`src/rtl/axi_seq_pkg.sv`:
```
// Shared types and constants for the AXI command sequencer: the queued
// command record, the sequencer FSM states and the timeout read-data marker.
package axi_seq_pkg;

    typedef struct packed {
        logic        write;
        logic [31:0] addr;
        logic [31:0] data;
        logic [3:0]  wstrb;
    } cmd_t;

    localparam int CMD_W = $bits(cmd_t);

    typedef enum logic [1:0] {
        ST_IDLE  = 2'd0,
        ST_ISSUE = 2'd1,
        ST_WAIT  = 2'd2,
        ST_RESP  = 2'd3
    } seq_state_t;

    localparam logic [31:0] TIMEOUT_RDATA = 32'hDEAD_BEEF;

endpackage

```
`src/rtl/sync_fifo.sv`:
```
// Shallow synchronous FIFO with a show-ahead head word, so a consumer can
// inspect the head and pop it on the same clock edge.
module sync_fifo #(
    parameter int WIDTH = 8,
    parameter int DEPTH = 4
) (
    input  logic                   clk,
    input  logic                   srst,
    input  logic                   wr_en,
    input  logic [WIDTH-1:0]       wr_data,
    input  logic                   rd_en,
    output logic [WIDTH-1:0]       rd_data,
    output logic                   full,
    output logic                   empty,
    output logic [$clog2(DEPTH):0] count
);

    localparam int AW = $clog2(DEPTH);

    logic [WIDTH-1:0] mem [DEPTH];
    logic [AW-1:0]    wr_ptr_reg;
    logic [AW-1:0]    rd_ptr_reg;
    logic [AW:0]      count_reg;
    logic             push;
    logic             pop;

    assign full    = (count_reg == (AW+1)'(DEPTH));
    assign empty   = (count_reg == '0);
    assign count   = count_reg;
    assign push    = wr_en && !full;
    assign pop     = rd_en && !empty;
    assign rd_data = mem[rd_ptr_reg];

    // Storage carries no reset; only pointers and occupancy define validity.
    always_ff @(posedge clk) begin
        if (push) begin
            mem[wr_ptr_reg] <= wr_data;
        end
    end

    // DEPTH is a power of two, so the pointers wrap by natural overflow.
    always_ff @(posedge clk) begin
        if (srst) begin
            wr_ptr_reg <= '0;
            rd_ptr_reg <= '0;
            count_reg  <= '0;
        end else begin
            if (push) begin
                wr_ptr_reg <= wr_ptr_reg + 1'b1;
            end
            if (pop) begin
                rd_ptr_reg <= rd_ptr_reg + 1'b1;
            end
            case ({push, pop})
                2'b10:   count_reg <= count_reg + 1'b1;
                2'b01:   count_reg <= count_reg - 1'b1;
                default: count_reg <= count_reg;
            endcase
        end
    end

endmodule

```
`src/rtl/axi_cmd_sequencer.sv`:
```
// Queues read/write commands and plays them one at a time onto an AXI master,
// watching for the matching completion handshake or a timeout.
module axi_cmd_sequencer
    import axi_seq_pkg::*;
#(
    parameter int DEPTH   = 4,
    parameter int TIMEOUT = 255
) (
    input  logic                   aclk,
    input  logic                   areset,
    input  logic                   cmd_valid,
    output logic                   cmd_ready,
    input  logic                   cmd_write,
    input  logic [31:0]            cmd_addr,
    input  logic [31:0]            cmd_data,
    input  logic [3:0]             cmd_wstrb,
    output logic                   start_read,
    output logic                   start_write,
    output logic [31:0]            addr,
    output logic [31:0]            data,
    output logic [3:0]             wstrb,
    input  logic                   bvalid,
    input  logic                   bready,
    input  logic                   rvalid,
    input  logic                   rready,
    input  logic [31:0]            rdata,
    output logic                   rsp_valid,
    input  logic                   rsp_ready,
    output logic                   rsp_write,
    output logic [31:0]            rsp_rdata,
    output logic                   rsp_timeout,
    output logic                   busy,
    output logic [$clog2(DEPTH):0] q_count,
    output logic [1:0]             state
);

    localparam int TW = (TIMEOUT < 2) ? 1 : $clog2(TIMEOUT);
    localparam logic [TW-1:0] TIMER_LAST = TW'(TIMEOUT - 1);

    cmd_t       push_word;
    cmd_t       head_word;
    logic       fifo_full;
    logic       fifo_empty;
    logic       fifo_pop;
    logic       push;

    seq_state_t state_reg, state_next;
    logic        write_reg, write_next;
    logic [31:0] addr_reg, addr_next;
    logic [31:0] data_reg, data_next;
    logic [3:0]  wstrb_reg, wstrb_next;
    logic [TW-1:0] timer_reg, timer_next;
    logic        rsp_write_reg, rsp_write_next;
    logic [31:0] rsp_rdata_reg, rsp_rdata_next;
    logic        rsp_timeout_reg, rsp_timeout_next;
    logic        done;

    assign cmd_ready = !fifo_full && !areset;
    assign push      = cmd_valid && cmd_ready;
    assign push_word = '{write: cmd_write, addr: cmd_addr, data: cmd_data, wstrb: cmd_wstrb};

    sync_fifo #(
        .WIDTH (CMD_W),
        .DEPTH (DEPTH)
    ) u_queue (
        .clk     (aclk),
        .srst    (areset),
        .wr_en   (push),
        .wr_data (push_word),
        .rd_en   (fifo_pop),
        .rd_data (head_word),
        .full    (fifo_full),
        .empty   (fifo_empty),
        .count   (q_count)
    );

    // Only the handshake matching the in-flight command type completes it.
    assign done = write_reg ? (bvalid && bready) : (rvalid && rready);

    always_ff @(posedge aclk) begin
        if (areset) begin
            state_reg       <= ST_IDLE;
            write_reg       <= 1'b0;
            addr_reg        <= '0;
            data_reg        <= '0;
            wstrb_reg       <= '0;
            timer_reg       <= '0;
            rsp_write_reg   <= 1'b0;
            rsp_rdata_reg   <= '0;
            rsp_timeout_reg <= 1'b0;
        end else begin
            state_reg       <= state_next;
            write_reg       <= write_next;
            addr_reg        <= addr_next;
            data_reg        <= data_next;
            wstrb_reg       <= wstrb_next;
            timer_reg       <= timer_next;
            rsp_write_reg   <= rsp_write_next;
            rsp_rdata_reg   <= rsp_rdata_next;
            rsp_timeout_reg <= rsp_timeout_next;
        end
    end

    always_comb begin
        state_next       = state_reg;
        write_next       = write_reg;
        addr_next        = addr_reg;
        data_next        = data_reg;
        wstrb_next       = wstrb_reg;
        timer_next       = timer_reg;
        rsp_write_next   = rsp_write_reg;
        rsp_rdata_next   = rsp_rdata_reg;
        rsp_timeout_next = rsp_timeout_reg;
        fifo_pop         = 1'b0;

        case (state_reg)
            ST_IDLE: begin
                if (!fifo_empty) begin
                    fifo_pop   = 1'b1;
                    write_next = head_word.write;
                    addr_next  = head_word.addr;
                    data_next  = head_word.data;
                    wstrb_next = head_word.wstrb;
                    state_next = ST_ISSUE;
                end
            end
            ST_ISSUE: begin
                timer_next = '0;
                state_next = ST_WAIT;
            end
            ST_WAIT: begin
                // Completion wins over timeout on the last allowed cycle.
                if (done) begin
                    rsp_write_next   = write_reg;
                    rsp_rdata_next   = write_reg ? 32'h0 : rdata;
                    rsp_timeout_next = 1'b0;
                    state_next       = ST_RESP;
                end else if (timer_reg == TIMER_LAST) begin
                    rsp_write_next   = write_reg;
                    rsp_rdata_next   = TIMEOUT_RDATA;
                    rsp_timeout_next = 1'b1;
                    state_next       = ST_RESP;
                end else begin
                    timer_next = timer_reg + 1'b1;
                end
            end
            ST_RESP: begin
                if (rsp_ready) begin
                    state_next = ST_IDLE;
                end
            end
            default: state_next = ST_IDLE;
        endcase
    end

    assign start_write = (state_reg == ST_ISSUE) && write_reg;
    assign start_read  = (state_reg == ST_ISSUE) && !write_reg;
    assign addr        = addr_reg;
    assign data        = data_reg;
    assign wstrb       = wstrb_reg;
    assign rsp_valid   = (state_reg == ST_RESP);
    assign rsp_write   = rsp_write_reg;
    assign rsp_rdata   = rsp_rdata_reg;
    assign rsp_timeout = rsp_timeout_reg;
    assign busy        = (state_reg != ST_IDLE) || (q_count != '0);
    assign state       = state_reg;

endmodule
```
`config.mk`:
```
export PLATFORM = sky130hd
export DESIGN_NAME = axi_cmd_sequencer
export DESIGN_NICKNAME = d
export VERILOG_FILES = /design/src/rtl/axi_seq_pkg.sv /design/src/rtl/sync_fifo.sv /design/src/rtl/axi_cmd_sequencer.sv
export SDC_FILE = /design/constraint.sdc
export NUM_CORES = 1
export LEC_CHECK = 0
export CELL_PAD_IN_SITES_DETAIL_PLACEMENT = 1
export CELL_PAD_IN_SITES_GLOBAL_PLACEMENT = 2
export CORE_UTILIZATION = 40
export DETAILED_ROUTE_END_ITERATION = 10
export GPL_TIMING_DRIVEN = 0
export PLACE_DENSITY = 0.84
export RECOVER_POWER = 25
export SLEW_MARGIN = 20
export SYNTH_ARGS = -nofsm -noshare
export SYNTH_HDL_FRONTEND = slang
export SYNTH_SLANG_ARGS = --single-unit
```
`constraint.sdc`:
```
create_clock -name aclk -period 9.7 [get_ports aclk]
set_input_delay 1.455 -clock aclk [delete_from_list [all_inputs] [get_ports aclk]]
set_output_delay 1.455 -clock aclk [all_outputs]
set_load 0.005 [all_outputs]
```
==> impl_metrics.yaml, run 1 <==
floorplanning:
  die_h_um: 195
  ios: 221
  initial_core_util_pct: 40.6
  fp.dieW_um: 195
  die_area_mm2: 0.0379
  coreArea_mm2: 0.0366
  rows: 70
power:
  leakage_nw: 6.27
  p_per_area_mw_per_mm2: 266
  worst_ir_drop_vdd_uv: 181
route:
  first_iter_violations: 492
  drt_pre_antenna_iters: 5
  vias_per_cell: 5.14
  vias: 8823
  wire_per_inst_um: 21.3
  drtAntennaViolNets: 0
  remaining_drc_errors: 0
  drt_wl_total_mm: 36.6
logic_synthesis:
  synth_nets: 1064
  ys_seq_area_share_pct: 71.9
  ys_types: 47
  async_flop_share_pct: 0
  postSynthRegisterBits: 396
  synth.cell_area_mm2: 0.0149
  yosysWarnings: 0
  syn-instance-count: 942
  synth_edf_count: 276
  synthFlopType: "edfxtp_1"
  syn_area_per_cell_um2: 15.8
placed_design:
  io_buffer_count: 219
  routabilityCongestion: 0.777
  dp_slack_ps: 4730
  hpwl_mm: 24.0
sta:
  tns_ps: 0
  finalSetupViolCount: 0
  timing.fmax_mhz: 202
  tightest_slew_ps: 972
  slew_headroom_pct: 34.7
  worst_slack_ps: 4760
  fin_crit_sh_pct: 51.0
  finalCriticalPeriod_ps: 4940
  finalHoldViolations: 0
  rsz0062_at_grt: "no"
  fin_skew_ps: 27.6
  drv_slew: 0
cts:
  clock_path_buffers: 3
  cts_resized: 0
  cts_hold_buf: 0
  post_cts_buffers: 0
  path_clk_slew_ps: 60
  htreeDepth: 2
  cts_made_buffers: 43
  cts.sinks: 396
  root_buffer: "clkbuf_16"
  clock_latency_ps: 570
  cts_tree: "done"
worst_setup_path:
  cp-start-kind: "input port"
  crit_top_cell: "clkbuf_1"
  critical_path_class: "in -> out"
  path_max_fanout: 10
  cp_data_arrival_time_ps: 3490
  cpPeakStageDelay_ps: 680
  r2r-start: "state[0]$_SDFFE_PP0P_"
  cp_slowest_cell: "clkbuf_1"
  reg2reg_slack_ps: 6910
  critPathCaptureType: "primary output"
  path_cells: "clkbuf_1, clkbuf_1, clkbuf_1, a21oi_1, clkdlybuf4s50_1"
  crit_required_ps: 8250
  cp.buffers_inverters: 4
  r2r-end: "u_queue.count[2]$_SDFFE_PP0P_"
  path_delay_family: "buffers and inverters"
  reg2reg_depth: 11
global_route:
  grt_usage_pct: 19.7
  grt_pass1_wl_mm: 56.3
  grt_pass1_vias: 9514
  grt_max_degree: 43
  grt_antenna_before_repair: 12
  overflow: 0
worst_hold_path:
  worstHoldStart: "wstrb[3]$_SDFFE_PP0P_"
  hold_path_end: "wstrb[3]$_SDFFE_PP0P_"
  hp-class: "reg -> reg"
  worstHoldPathCells: 2
final_layout:
  utilization_pct: 52.3
  largest_reg_flops: 276
  drive_above_1_share_pct: 16.4
  nets: 1332
  area_growth_pct: 28.9
  regMostFlops: "u_queue.mem"
outcome:
  status: "finished clean"
job:
  max-cap-violations: 0
## Yosys cell counts, types with 2 or more instances
library cell | number | share of area (%)
nor2b_1 | 2 | 0.084
and2_1 | 5 | 0.21
nor3_1 | 2 | 0.067
buf_4 | 11 | 0.56
a21oi_2 | 3 | 0.18
a211oi_2 | 18 | 1.5
xnor2_1 | 3 | 0.18
or4_1 | 2 | 0.10
nand2b_1 | 7 | 0.29
a21oi_1 | 107 | 3.6
mux4_2 | 69 | 10
dfxtp_1 | 120 | 16
clkbuf_1 | 24 | 0.61
ha_1 | 12 | 1.0
a21o_1 | 3 | 0.15
a31oi_1 | 5 | 0.21
edfxtp_1 | 276 | 56
o21ai_0 | 11 | 0.37
nor2_1 | 9 | 0.23
xor2_1 | 2 | 0.12
buf_6 | 4 | 0.30
o31ai_1 | 2 | 0.10
a211oi_1 | 9 | 0.45
and3_1 | 2 | 0.084
nand4b_1 | 3 | 0.18
inv_1 | 10 | 0.25
nand2_1 | 181 | 4.6
nand3_1 | 2 | 0.067
buf_2 | 20 | 0.67
## metrics by stage
| stage | area (um^2) | instances | hold slack (ps) | power, mW |
|---|---|---|---|---|
| floorplan | 14900 | 942 | 453 | 2.92 |
| global placement | 17600 | 1629 | 444 | 3.55 |
| detailed placement | 17800 | 1633 | 449 | 3.58 |
| CTS | 19100 | 1712 | 457 | 5.17 |
| global route | 19100 | 1713 | 474 | 5.35 |
| finish | 19100 | 1717 | 454 | 5.10 |
## per-layer routing
metal	vias to the layer above	track usage [%]	share of wire [%]
met5	-	0	0.17
met4	10	6.33	1.8
met3	57	4.81	6.1
met2	226	33.6	49
met1	4446	24.7	43
li1	4084	-	-
## layout make-up
type / count / area, um^2
inverter: 11 / 41.3
multi-input combinational: 476 / 3820
antenna: 5 / 12.5
buffer: 59 / 318
clock inverter: 16 / 144
timing repair buffer: 223 / 2290
fill: 3553 / 17500
sequential: 396 / 10700
tap: 468 / 586
clock buffer: 63 / 1240
## worst max path at each step
stage | start | to | slack [ps] | depth (start not counted)
floorplan | areset | u_queue.mem[0][0]$_DFFE_PP_ | 5650 | 3
global placement | cmd_valid | u_queue.mem[0][29]$_DFFE_PP_ | 3680 | 4
detailed placement | areset | cmd_ready | 4730 | 5
CTS | areset | cmd_ready | 4710 | 5
global route | areset | cmd_ready | 4590 | 5
finish | areset | cmd_ready | 4760 | 5
## logic make-up after synthesis
| kind of cell | after synthesis | share of synthesized area (%) |
|---|---|---|
| buffers and inverters | 70 | 2.42 |
| AOI/OAI and AO/OA | 167 | 7.18 |
| muxes | 70 | 10.5 |
| and+or+nand+nor | 221 | 6.50 |
| adders and majority gates | 13 | 1.15 |
| xor gates and xnor gates | 5 | 0.295 |
| DFF | 396 | 71.9 |
## where the power goes
group          leakage [nW]  internal, mW  switching [mW]
Sequential             3.48          2.02           0.110
Combinational          2.11         0.676           0.716
Clock                 0.679         0.921           0.664
Total                  6.27          3.61            1.49
## worst register-to-register path: stages, from the launching register on
cell and delay (ps):
dfxtp_1 410, inv_1 110, ha_1 250, nand2b_1 100, buf_4 210, inv_2 160
buf_2 240, ha_1 260, fa_1 380, xnor2_1 150, or3_1 310, a21oi_1 140
## cells in the final DEF (no fill, tap or decap), types with 5 or more instances in the layout
| cell type | Yosys | final |
|---|---|---|
| o21ai_0 | 11 | 11 |
| ha_1 | 12 | 12 |
| a211oi_2 | 18 | 18 |
| inv_1 | 10 | 10 |
| clkbuf_1 | 24 | 35 |
| a31oi_1 | 5 | 5 |
| a21oi_1 | 107 | 107 |
| nand2_1 | 181 | 181 |
| dlygate4sd3_1 | 0 | 50 |
| a211oi_1 | 9 | 9 |
| mux4_2 | 69 | 69 |
| clkinv_2 | 0 | 6 |
| buf_2 | 20 | 20 |
| nand2b_1 | 7 | 7 |
| buf_4 | 11 | 11 |
| clkbuf_16 | 0 | 43 |
| edfxtp_1 | 276 | 276 |
| clkdlybuf4s50_1 | 0 | 169 |
| nor2_1 | 9 | 9 |
| clkbuf_8 | 0 | 9 |
| dfxtp_1 | 120 | 120 |
| diode_2 | 0 | 5 |
Note: power is estimated with default switching activity, not from simulation.
==> inputs of run 2 (changes only) <==
--- a/config.mk
+++ b/config.mk
@@ -7,10 +7,10 @@
 export LEC_CHECK = 0
 export CELL_PAD_IN_SITES_DETAIL_PLACEMENT = 1
 export CELL_PAD_IN_SITES_GLOBAL_PLACEMENT = 2
-export CORE_UTILIZATION = 40
+export CORE_UTILIZATION = 39
 export DETAILED_ROUTE_END_ITERATION = 10
 export GPL_TIMING_DRIVEN = 0
-export PLACE_DENSITY = 0.84
+export PLACE_DENSITY = 0.82
 export RECOVER_POWER = 25
 export SLEW_MARGIN = 20
 export SYNTH_ARGS = -nofsm -noshare
==> constraint.sdc (replaced) <==
create_clock -name aclk -period 5.1 [get_ports aclk]
set_input_delay 0.765 -clock aclk [delete_from_list [all_inputs] [get_ports aclk]]
set_output_delay 0.765 -clock aclk [all_outputs]
set_load 0.005 [all_outputs]
==> impl_metrics.yaml, run 2 (synthesis gave the netlist of run 1 again) <==
global_route:
  grt_pass1_vias: 9710
  grt_antenna_before_repair: 8
  grt_usage_pct: 19.4
  grt_max_degree: 44
  grt_pass1_wl_mm: 56.0
  overflow: 0
sta:
  finalSetupViolCount: 0
  finalHoldViolations: 0
  drv_slew: 0
  fin_skew_ps: 23.7
  worst_slack_ps: 1530
  fin_crit_sh_pct: 70.0
  tightest_slew_ps: 841
  rsz0062_at_grt: "no"
  slew_headroom_pct: 44.0
  tns_ps: 0
  timing.fmax_mhz: 280
  finalCriticalPeriod_ps: 3570
worst_setup_path:
  cp_data_arrival_time_ps: 2800
  cp-start-kind: "input port"
  cpPeakStageDelay_ps: 680
  path_cells: "clkbuf_1, clkbuf_1, clkbuf_1, a21oi_1, clkdlybuf4s50_1"
  path_max_fanout: 10
  critical_path_class: "in -> out"
  critPathCaptureType: "primary output"
  crit_top_cell: "clkbuf_1"
  crit_required_ps: 4340
  cp_slowest_cell: "clkbuf_1"
final_layout:
  utilization_pct: 51.0
  nets: 1332
  regMostFlops: "u_queue.mem"
  final_cell_mix: "edfxtp_1 (276), nand2_1 (181), clkdlybuf4s50_1 (165), dfxtp_1 (120), a21oi_1 (107)"
  fin_cells: 1758
  area_growth_pct: 28.9
  largest_reg_flops: 276
  layout_commonest_cell: "edfxtp_1"
  drive_above_1_share_pct: 16.4
cts:
  cts_hold_buf: 0
  cts.sinks: 396
  clock_latency_ps: 570
  cts_made_buffers: 43
  clock_path_buffers: 3
  cts_tree: "done"
  cts_resized: 0
  htreeDepth: 2
  path_clk_slew_ps: 60
  root_buffer: "clkbuf_16"
  post_cts_buffers: 0
floorplanning:
  coreArea_mm2: 0.0376
  ios: 221
  initial_core_util_pct: 39.5
  rows: 71
  die_area_mm2: 0.0389
  die_h_um: 197
  fp.dieW_um: 197
route:
  drtAntennaViolNets: 0
  remaining_drc_errors: 0
  vias: 8933
  drt_wl_total_mm: 37.2
  vias_per_cell: 5.08
  first_iter_violations: 329
  wire_per_inst_um: 21.1
  drt_pre_antenna_iters: 7
placed_design:
  io_buffer_count: 219
  hpwl_mm: 24.4
  placedCellCount: 1676
  routabilityCongestion: 0.771
  dp_slack_ps: 1490
job:
  max-cap-violations: 0
power:
  leakage_nw: 6.26
  p_per_area_mw_per_mm2: 504
  totalPowerFinal_mw: 9.66
  worst_ir_drop_vdd_uv: 400
worst_hold_path:
  hp-class: "reg -> reg"
outcome:
  status: "finished clean"
[run 2: cell types whose count changed in the layout (fill, tap and decap cells not counted), moves of 2 or more]
cell             delta
clkbuf_8            -7
clkinv_2            +5
clkbuf_1            +4
clkdlybuf4s50_1     -4
dlygate4sd3_1       +4
diode_2             -3
clkinv_1            -2
[run 2: layer usage]
layer	up-vias	wire length [um]	track usage, %
li1	4087	-	-
met1	4503	15600	23.6
met2	267	18200	33.5
met3	68	2260	4.61
met4	8	1000	7.38
met5	-	51	0
[run 2: where the power goes]
group / switching, mW / total, mW / internal (mW) / leakage [nW]
combinational: 1.36 / 2.64 / 1.28 / 2.11
clock: 1.25 / 2.98 / 1.73 / 0.664
sequential: 0.206 / 4.04 / 3.83 / 3.48
total: 2.81 / 9.66 / 6.85 / 6.26
[run 2: cell type report]
class,instances,area (um^2)
diodes,2,5.00
plain buffers,59,318
clock buffers,61,1180
clock inverters,19,164
fillers,3641,18400
inverters,11,41.3
multi-input cells,476,3830
flip-flops and latches,396,10700
well taps,511,639
repair buffers,223,2290
[run 2: critical path: cells and delay by family]
kind,cells,cell delay (ps)
buf+inv,4,1940
compound gates,1,90
[run 2: path summary, 6_finish.rpt]
path | slack (ps) | from | end | cells past startpoint
worst max-delay path | 1530 | areset | cmd_ready | 5
worst min register to register | 450 | data[3]$_SDFFE_PP0P_ | data[3]$_SDFFE_PP0P_ | 2
worst min-delay path | 450 | data[3]$_SDFFE_PP0P_ | data[3]$_SDFFE_PP0P_ | 2
worst max register to register | 2270 | state[1]$_SDFFE_PP0P_ | u_queue.count[2]$_SDFFE_PP0P_ | 11
[run 2: per-stage QoR]
| stage | instance area [um^2] | hold WS (ps) |
|---|---|---|
| 4_1_cts | 19200 | 460 |
| 6_report | 19200 | 454 |
| 2_1_floorplan | 14900 | 453 |
| 3_3_place_gp | 17700 | 444 |
| 3_5_place_dp | 17800 | 451 |
| 5_1_grt | 19200 | 476 |
